**config.mk**
```make
export PLATFORM = sky130hd
export DESIGN_NAME = orientation_calc_seq
export DESIGN_NICKNAME = d
export VERILOG_FILES = /design/src/rtl/orientation_calc_seq.sv
export SDC_FILE = /design/constraint.sdc
export NUM_CORES = 2
export LEC_CHECK = 0
export ABC_CLOCK_PERIOD_IN_PS = 8600
export CAP_MARGIN = 20
export CORE_MARGIN = 3
export CORE_UTILIZATION = 45
export CTS_CLUSTER_SIZE = 28
export DETAILED_ROUTE_END_ITERATION = 8
export PLACE_DENSITY = 0.67
export RECOVER_POWER = 50
export SYNTH_ARGS = -nofsm -noshare
export SYNTH_HDL_FRONTEND = slang
export SYNTH_SLANG_ARGS = --single-unit
```
**constraint.sdc**
```tcl
create_clock -name clock -period 8.6 [get_ports clock]
set_clock_uncertainty 0.2 [all_clocks]
set_input_delay 1.29 -clock clock [delete_from_list [all_inputs] [get_ports clock]]
set_output_delay 1.29 -clock clock [all_outputs]
set_load 0.1 [all_outputs]
```
**src/rtl/orientation_calc_seq.sv**
```systemverilog
// rtl/orientation_calc_seq.sv - multi-cycle polar-fix displacement heading solver (12 bins of 30 deg)
module orientation_calc_seq #(
   parameter int R_WIDTH     = 8,
   parameter int THETA_WIDTH = 4,
   parameter int MIN_DELTA   = 256
) (
   input  logic                           clock,
   input  logic                           reset,
   input  logic                           start,
   input  logic [R_WIDTH+THETA_WIDTH-1:0] r_theta_original,
   input  logic [R_WIDTH+THETA_WIDTH-1:0] r_theta_final,
   output logic                           busy,
   output logic                           done,
   output logic [3:0]                     orientation,
   output logic                           stationary,
   output logic                           bad_angle
);

   // Cartesian coordinate width (Q8), displacement width, boundary product width
   localparam int XW = R_WIDTH + 10;
   localparam int DW = XW + 1;
   localparam int PW = DW + 9;

   typedef enum logic [1:0] {S_IDLE, S_CONVERT, S_DELTA, S_CMP} state_t;

   state_t                   state;
   logic [R_WIDTH-1:0]       r_o, r_f;
   logic [THETA_WIDTH-1:0]   k_o, k_f;
   logic                     bad_r;
   logic signed [XW-1:0]     x_o, y_o, x_f, y_f;
   logic [DW-1:0]            adx, ady;
   logic                     dx_neg, dy_neg, small_r;
   logic [1:0]               cnt, m;

   logic signed [DW-1:0]     dx_c, dy_c;
   logic [DW-1:0]            adx_c, ady_c;
   logic [DW:0]              sum_c;
   logic [8:0]               sy_c, sx_c;
   logic [PW-1:0]            py_c, px_c;
   logic [1:0]               m_next;
   logic [3:0]               bin_c;

   // Q8 sine of 15*i degrees for i in 0..6; anything else only arises for illegal codes
   function automatic logic [8:0] sin_q8(input int i);
      case (i)
         0:       return 9'd0;
         1:       return 9'd66;
         2:       return 9'd128;
         3:       return 9'd181;
         4:       return 9'd222;
         5:       return 9'd247;
         6:       return 9'd256;
         default: return 9'd0;
      endcase
   endfunction

   // y = r*sin(15k), using sin(180-a) = sin(a) above 90 degrees
   function automatic logic signed [XW-1:0] conv_y(input logic [R_WIDTH-1:0] r,
                                                   input logic [THETA_WIDTH-1:0] k);
      int         kk;
      logic [XW-1:0] mag;
      kk  = int'(k);
      mag = XW'(r) * XW'(sin_q8((kk <= 6) ? kk : 12 - kk));
      return signed'(mag);
   endfunction

   // x = r*cos(15k), negative in the second quadrant
   function automatic logic signed [XW-1:0] conv_x(input logic [R_WIDTH-1:0] r,
                                                   input logic [THETA_WIDTH-1:0] k);
      int         kk;
      logic [XW-1:0] mag;
      kk  = int'(k);
      mag = XW'(r) * XW'(sin_q8((kk <= 6) ? 6 - kk : kk - 6));
      return (kk > 6) ? -signed'(mag) : signed'(mag);
   endfunction

   // displacement, magnitudes and stationary test from the converted fixes
   always_comb begin
      dx_c  = {x_f[XW-1], x_f} - {x_o[XW-1], x_o};
      dy_c  = {y_f[XW-1], y_f} - {y_o[XW-1], y_o};
      adx_c = dx_c[DW-1] ? unsigned'(-dx_c) : unsigned'(dx_c);
      ady_c = dy_c[DW-1] ? unsigned'(-dy_c) : unsigned'(dy_c);
      sum_c = {1'b0, adx_c} + {1'b0, ady_c};
   end

   // one boundary per CMP cycle (15, 45, 75 deg); a tie stays toward the x axis
   always_comb begin
      sy_c = 9'd0;
      sx_c = 9'd0;
      case (cnt)
         2'd0:    begin sy_c = 9'd247; sx_c = 9'd66;  end
         2'd1:    begin sy_c = 9'd181; sx_c = 9'd181; end
         default: begin sy_c = 9'd66;  sx_c = 9'd247; end
      endcase
      py_c   = PW'(ady) * PW'(sy_c);
      px_c   = PW'(adx) * PW'(sx_c);
      m_next = m + ((py_c > px_c) ? 2'd1 : 2'd0);
   end

   // quadrant folding of the boundary count into a 30-degree bin
   always_comb begin
      bin_c = 4'd0;
      case ({dx_neg, dy_neg})
         2'b00:   bin_c = {2'b00, m_next};
         2'b10:   bin_c = 4'd6 - {2'b00, m_next};
         2'b11:   bin_c = 4'd6 + {2'b00, m_next};
         default: bin_c = (m_next == 2'd0) ? 4'd0 : 4'd12 - {2'b00, m_next};
      endcase
   end

   // control FSM with datapath registers and registered results
   always_ff @(posedge clock) begin
      if (reset) begin
         state       <= S_IDLE;
         busy        <= 1'b0;
         done        <= 1'b0;
         orientation <= 4'd0;
         stationary  <= 1'b0;
         bad_angle   <= 1'b0;
         r_o         <= '0;
         r_f         <= '0;
         k_o         <= '0;
         k_f         <= '0;
         bad_r       <= 1'b0;
         x_o         <= '0;
         y_o         <= '0;
         x_f         <= '0;
         y_f         <= '0;
         adx         <= '0;
         ady         <= '0;
         dx_neg      <= 1'b0;
         dy_neg      <= 1'b0;
         small_r     <= 1'b0;
         cnt         <= 2'd0;
         m           <= 2'd0;
      end else begin
         done <= 1'b0;
         case (state)
            S_IDLE: begin
               if (start) begin
                  r_o   <= r_theta_original[R_WIDTH-1:0];
                  k_o   <= r_theta_original[R_WIDTH+THETA_WIDTH-1:R_WIDTH];
                  r_f   <= r_theta_final[R_WIDTH-1:0];
                  k_f   <= r_theta_final[R_WIDTH+THETA_WIDTH-1:R_WIDTH];
                  bad_r <= (int'(r_theta_original[R_WIDTH+THETA_WIDTH-1:R_WIDTH]) > 12) ||
                           (int'(r_theta_final[R_WIDTH+THETA_WIDTH-1:R_WIDTH]) > 12);
                  busy  <= 1'b1;
                  state <= S_CONVERT;
               end
            end
            S_CONVERT: begin
               x_o   <= conv_x(r_o, k_o);
               y_o   <= conv_y(r_o, k_o);
               x_f   <= conv_x(r_f, k_f);
               y_f   <= conv_y(r_f, k_f);
               state <= S_DELTA;
            end
            S_DELTA: begin
               adx     <= adx_c;
               ady     <= ady_c;
               dx_neg  <= dx_c[DW-1];
               dy_neg  <= dy_c[DW-1];
               small_r <= sum_c < (DW+1)'(MIN_DELTA);
               cnt     <= 2'd0;
               m       <= 2'd0;
               state   <= S_CMP;
            end
            default: begin
               m   <= m_next;
               cnt <= cnt + 2'd1;
               if (cnt == 2'd2) begin
                  busy  <= 1'b0;
                  done  <= 1'b1;
                  state <= S_IDLE;
                  if (bad_r) begin
                     orientation <= 4'd0;
                     stationary  <= 1'b0;
                     bad_angle   <= 1'b1;
                  end else if (small_r) begin
                     orientation <= 4'd0;
                     stationary  <= 1'b1;
                     bad_angle   <= 1'b0;
                  end else begin
                     orientation <= bin_c;
                     stationary  <= 1'b0;
                     bad_angle   <= 1'b0;
                  end
               end
            end
         endcase
      end
   end

endmodule

```
# [Yosys cells after proc, flatten, opt, wreduce, memory -nomap -nowiden]
# Index checks and enable logic that the tools add are counted.
[totals] register_bits=150 inputBits=27 output_inout_bits=8
[classes] addsub=18 mul=6 n_lt_le_gt_ge=8 n_eq_ne=31 muxes=39 bitwise_logic=2 reduce_logical=15
[ops] operator="== test 32 x 3 -> 1 bit, second input constant" count=12
[ops] operator="== test 32 x 2 -> 1 bit, second input constant" count=8
[ops] operator="case mux 9 bit (6 select lines)" count=4
[ops] operator="== test 32 x 1 -> 1 bit, second input constant" count=4
[ops] operator="two-way mux 32 bit" count=4
[ops] operator="two-way mux 9 bit" count=8
[ops] operator="multiplier 8 x 9 -> 17 bit" count=4
[ops] operator="multiplier 19 x 9 -> 28 bit" count=2
[ops] operator="two-way mux 19 bit" count=2
[ops] operator="two-way mux 18 bit" count=2
[ops] operator="negation 17 -> 18 bit" count=2
[ops] operator="case mux 8 bit (2 select lines)" count=2
[ops] operator="> comparator 28 bit" count=1
[ops] operator="adder 19 x 19 -> 20 bit" count=1
[ops] operator="< comparator 20 x 9 -> 1 bit, second input constant" count=1
[ops] operator="negation 18 -> 19 bit" count=1
[ops] operator="negation 19 bit" count=1
[ops] operator="subtractor 18 x 18 -> 19 bit" count=1
[ops] operator="subtractor 17 x 17 -> 18 bit" count=1
[ops] operator="two-way mux 4 bit" count=3
[ops] operator="case mux 4 bit (3 select lines)" count=1
[ops] operator="subtractor 3 x 4 -> 5 bit, first input constant" count=2
[ops] operator="subtractor 4 x 3 -> 5 bit, second input constant" count=2
[ops] operator="subtractor 4 x 4 -> 5 bit, first input constant" count=2
[ops] operator="26 further kinds" count=48

# [Logic depth before layout (Yosys ltp)]
[depth] word_depth=11 mapped_depth=40 depth_no_buf=38

# [Worst setup path before layout]
# No wires, ideal clock.
[synth_path] kind="reg-to-reg" start="reg cnt[0]" end="reg orientation[3]" t_arrival_ns=8.273 slack_ns=0.059 stages_incl_launch_ff=37 n_path_buf=2 path_cell_list="dfxtp_1 > inv_1 > ha_1 > or2_2 > clkbuf_1 > clkbuf_1 > and2_1 > ha_1 > xor2_1 > fa_1 > fa_1 > inv_1 > fa_1 > inv_1 > ha_1 > and3_1 > a2111oi_4 > a311oi_2 > a2111oi_4 > o21ai_2 > or4_1 > a31o_1 > a31oi_1 > xnor2_1 > ha_1 > nand4_1 > or2_2 > o22ai_1 > nor2_1 > a31oi_1 > ha_1 > xor2_1 > inv_1 > ha_1 > a31oi_1 > a32oi_1 > nor2_1"
[synth_between] elab_chain_len=11 word_cells_on_any_way=19 cone_classes="4 x add/sub; 2 x mul; 1 x order compare; 2 x eq/ne; 7 x mux; 3 x reduce/logical"
[synth_rtl] element="from (decl)" line="33" rtl="logic [1:0] cnt, m;"
[synth_rtl] element="from (signal assigned)" line="170" rtl="cnt <= cnt + 2'd1;"
[synth_rtl] element="== test 2 x 1 -> 1 bit / logical NOT 2 bit (equally long branches)" line="90" rtl="case (cnt)"
[synth_rtl] element="case mux 8 bit (2 select lines)" line="90"
[synth_rtl] element="multiplier 19 x 9 -> 28 bit, on equally long branches" line="95, 96"
[synth_rtl] element="> comparator 28 bit" line="97" rtl="m_next = m + ((py_c > px_c) ? 2'd1 : 2'd0);"
[synth_rtl] element="two-way mux 1 bit" line="97"
[synth_rtl] element="adder 2 x 1 -> 2 bit" line="97"
[synth_rtl] element="subtractor 3 x 3 -> 4 bit / logical NOT 2 bit (equally long branches)" line="107" rtl="default: bin_c = (m_next == 2'd0) ? 4'd0 : 4'd12 - {2'b00, m_next};"
[synth_rtl] element="two-way mux 4 bit" line="107"
[synth_rtl] element="case mux 4 bit (3 select lines)" line="103" rtl="case ({dx_neg, dy_neg})"
[synth_rtl] element="two-way mux 4 bit" line="179" rtl="end else if (small_r) begin"
[synth_rtl] element="two-way mux 4 bit" line="175" rtl="if (bad_r) begin"
[synth_rtl] element="to (signal assigned)" line="184" rtl="orientation <= bin_c;"
[synth_rtl] element="to (decl)" line="14" rtl="output logic [3:0] orientation,"
# Parallel ways exist; a longest one is shown, timed or not.
# A chain may end at the register's enable or synchronous reset.

# [Worst setup path after layout]
# Same ends and word-level chain as after synthesis.

==> metrics.yaml <==
setup_path:
  startpoint_type: "flop"
  cp-end-kind: "flop"
  worstPathRequired_ps: 8790
  max_stage_delay_ps: 550
  critical_path_class: "reg2reg"
  critPathArrivalTime_ps: 8360
  cpMaxStageDelayCell: "fa_1"
  path_max_fanout: 6
logic_synthesis:
  ys_top_cells_by_area: "fa_1 (24%), ha_1 (17%), dfxtp_1 (11%)"
  yosys_warnings: 0
  ys_async_sr_fraction_pct: 0
  ys_types: 89
  syn_inst: 3385
  post-synth-top-count-cell: "inv_1"
  syn_area_per_cell_um2: 8.333
  synth_nets: 4138
  ys_seq_area_share_pct: 10.65
  synthTopCellsByCount: "inv_1 (600), ha_1 (392), fa_1 (334)"
  yosys.area.top_type: "fa_1"
  synth_ff_type: "dfxtp_1"
  yosysTopAreaCellShare_pct: 23.71
  synth_edf_count: 0
  ys_ff_latch: 150
  syn_area_um2: 28210
clock_network:
  clock_latency_ps: 460
  numCtsBuffers: 17
  h-tree-depth: 4
  clkSinkCount: 150
  cts-root-buf: "clkbuf_16"
  cts_tree: "built"
  cts.path.max_buffers: 2
  clkTransAtPathRegs_ps: 70
  postCtsHoldBufs: 0
placement:
  hpwlAfterDp_um: 57640
  port_buffers: 34
  gp_congestion: 0.9225
timing:
  drv_slew: 144
  worst_pin_slew_ps: 2201
  finalHoldViolations: 0
  min_period_ps: 8168
  final-setup-viol-count: 0
  slew_headroom_pct: -46.76
  fmax_ghz: 0.1224
  fin_crit_sh_pct: 94.98
global_route:
  grt.overflow.total: 0
  grt_max_degree: 80
  grt_pass1_wl_um: 115800
  first_global_vias: 23124
  grt.total_usage_pct: 21.39
  antenna_found_initial: 4
route:
  drtPass1Iterations: 8
  drtIter0Drc: 1575
  drc: 0
  routedWlPerCell_um: 16.22
  drtAntennaViolNets: 0
  vias: 22771
  vias_per_cell: 5.364
  wl_um: 68850
die:
  rows: 91
  coreArea_um2: 61830
  die_h_um: 256.4
  die_w_um: 256.4
  dieArea_um2: 65720
  initial_core_util_pct: 45.62
  ios: 35
outcome:
  failed_checks: "max-capacitance violations, max-slew violations"
  outcome: "finished with violations"
cells_and_area:
  nets: 4148
  drive_above_1_share_pct: 5.810
  utilization_pct: 49.35
  syn_to_final_growth_pct: 8.180
  antenna_cells: 0
min_path:
  hold_class: "reg2reg"
job:
  cap_violations: 4
==> cell type report <==
class                   count  area [um^2]
well taps                 837         1047
flip-flops and latches    150         3007
repair buffers            101        869.6
clock inverters            13        133.9
fillers                  6051        31310
clock buffers              19        452.9
multi-input cells        2523        22740
inverters                 602         2260
==> path summary, 6_finish.rpt <==
| kind | start | to | slack (ps) | depth (start not counted) |
|---|---|---|---|---|
| worst max-delay path | cnt[0] | orientation[3] | 430 | 34 |
| worst min-delay path | x_f[16] | x_f[16] | 270 | 2 |
| worst max register to register | cnt[0] | orientation[3] | 430 | 34 |
| worst min register to register | x_f[16] | x_f[16] | 270 | 2 |
==> cells in the final DEF, fill, tap and decap left out, drive strengths merged, types with 25 or more instances in the layout <==
| master | instances |
|---|---|
| inv | 607 |
| ha | 392 |
| fa | 334 |
| nand2 | 304 |
| nor2 | 207 |
| a21oi | 171 |
| dfxtp | 150 |
| xnor2 | 120 |
| o21ai | 102 |
| and2 | 97 |
| a21o | 71 |
| xor2 | 62 |
| buf | 61 |
| nor3 | 54 |
| a211oi | 54 |
| nand3 | 54 |
| nor2b | 49 |
| mux2i | 35 |
| or2 | 33 |
| o21a | 29 |
| and3 | 26 |
| clkbuf | 26 |
| a31oi | 25 |
==> metrics by stage <==
| step | cell area (um^2) | std cells | setup slack, ps | setup TNS [ps] | hold slack (ps) |
|---|---|---|---|---|---|
| final | 30510 | 4245 | 431.7 | 0 | 266.2 |
| after global routing | 30510 | 4245 | -29.07 | -37.05 | 309.1 |
| after CTS | 30250 | 4238 | 21.73 | 0 | 266.9 |
| after detailed placement | 29630 | 4205 | -168.5 | -513.8 | 258.0 |
| after global placement | 29630 | 4205 | 0.6359 | 0 | 243.2 |
| after floorplan | 28210 | 3385 | 59.20 | 0 | 225.0 |
==> cells by family (layout without fill, tap and decap cells) <==
group                    count (synthesis)  in the layout  synth area share (%)
AO/OA/AOI/OAI                          644            644                 15.73
adder cells (fa/ha/maj)                726            726                 41.09
AND/OR/NAND/NOR                        930            930                 15.90
other                                    1              1               0.01330
flip-flops                             150            150                 10.65
multiplexers                            39             39                 1.402
XOR/XNOR                               183            183                 5.736
buffers and inverters                  712            735                 9.480
==> flip-flops by register name (all words and copies together) (netlist names), 8 cells and up <==
register  count
y_o          17
r_f           8
x_f          18
y_f          17
x_o          18
adx          19
ady          19
r_o           8
==> critical path, delay by kind of cell (launching register included) <==
kind                       cells  cell delay [ps]
xor gates and xnor gates       3              520
AOI/OAI and AO/OA              9             1970
buffers and inverters          5              380
DFF                            1              360
and+or+nand+nor                8             1650
adders and majority gates      9             3030
==> routing by layer <==
metal / part of all wire [%] / track usage, % / vias to the layer above
met5: 0 / 0 / -
li1: - / - / 11241
met2: 48 / 36.82 / 483
met3: 4.2 / 2.331 / 88
met4: 2.4 / 5.670 / 0
met1: 46 / 28.61 / 10959
==> repair_timing <==
item / CTS / global route
pin swaps: 3 / 30
setup endpoints to repair: 4 / 6
buffers inserted: 1 / 4
gates resized for setup: 4 / 49
cloned: 0 / 1
Power is not shown: default switching activity piles up to over one toggle a cycle in this logic, so the estimate is an artifact.
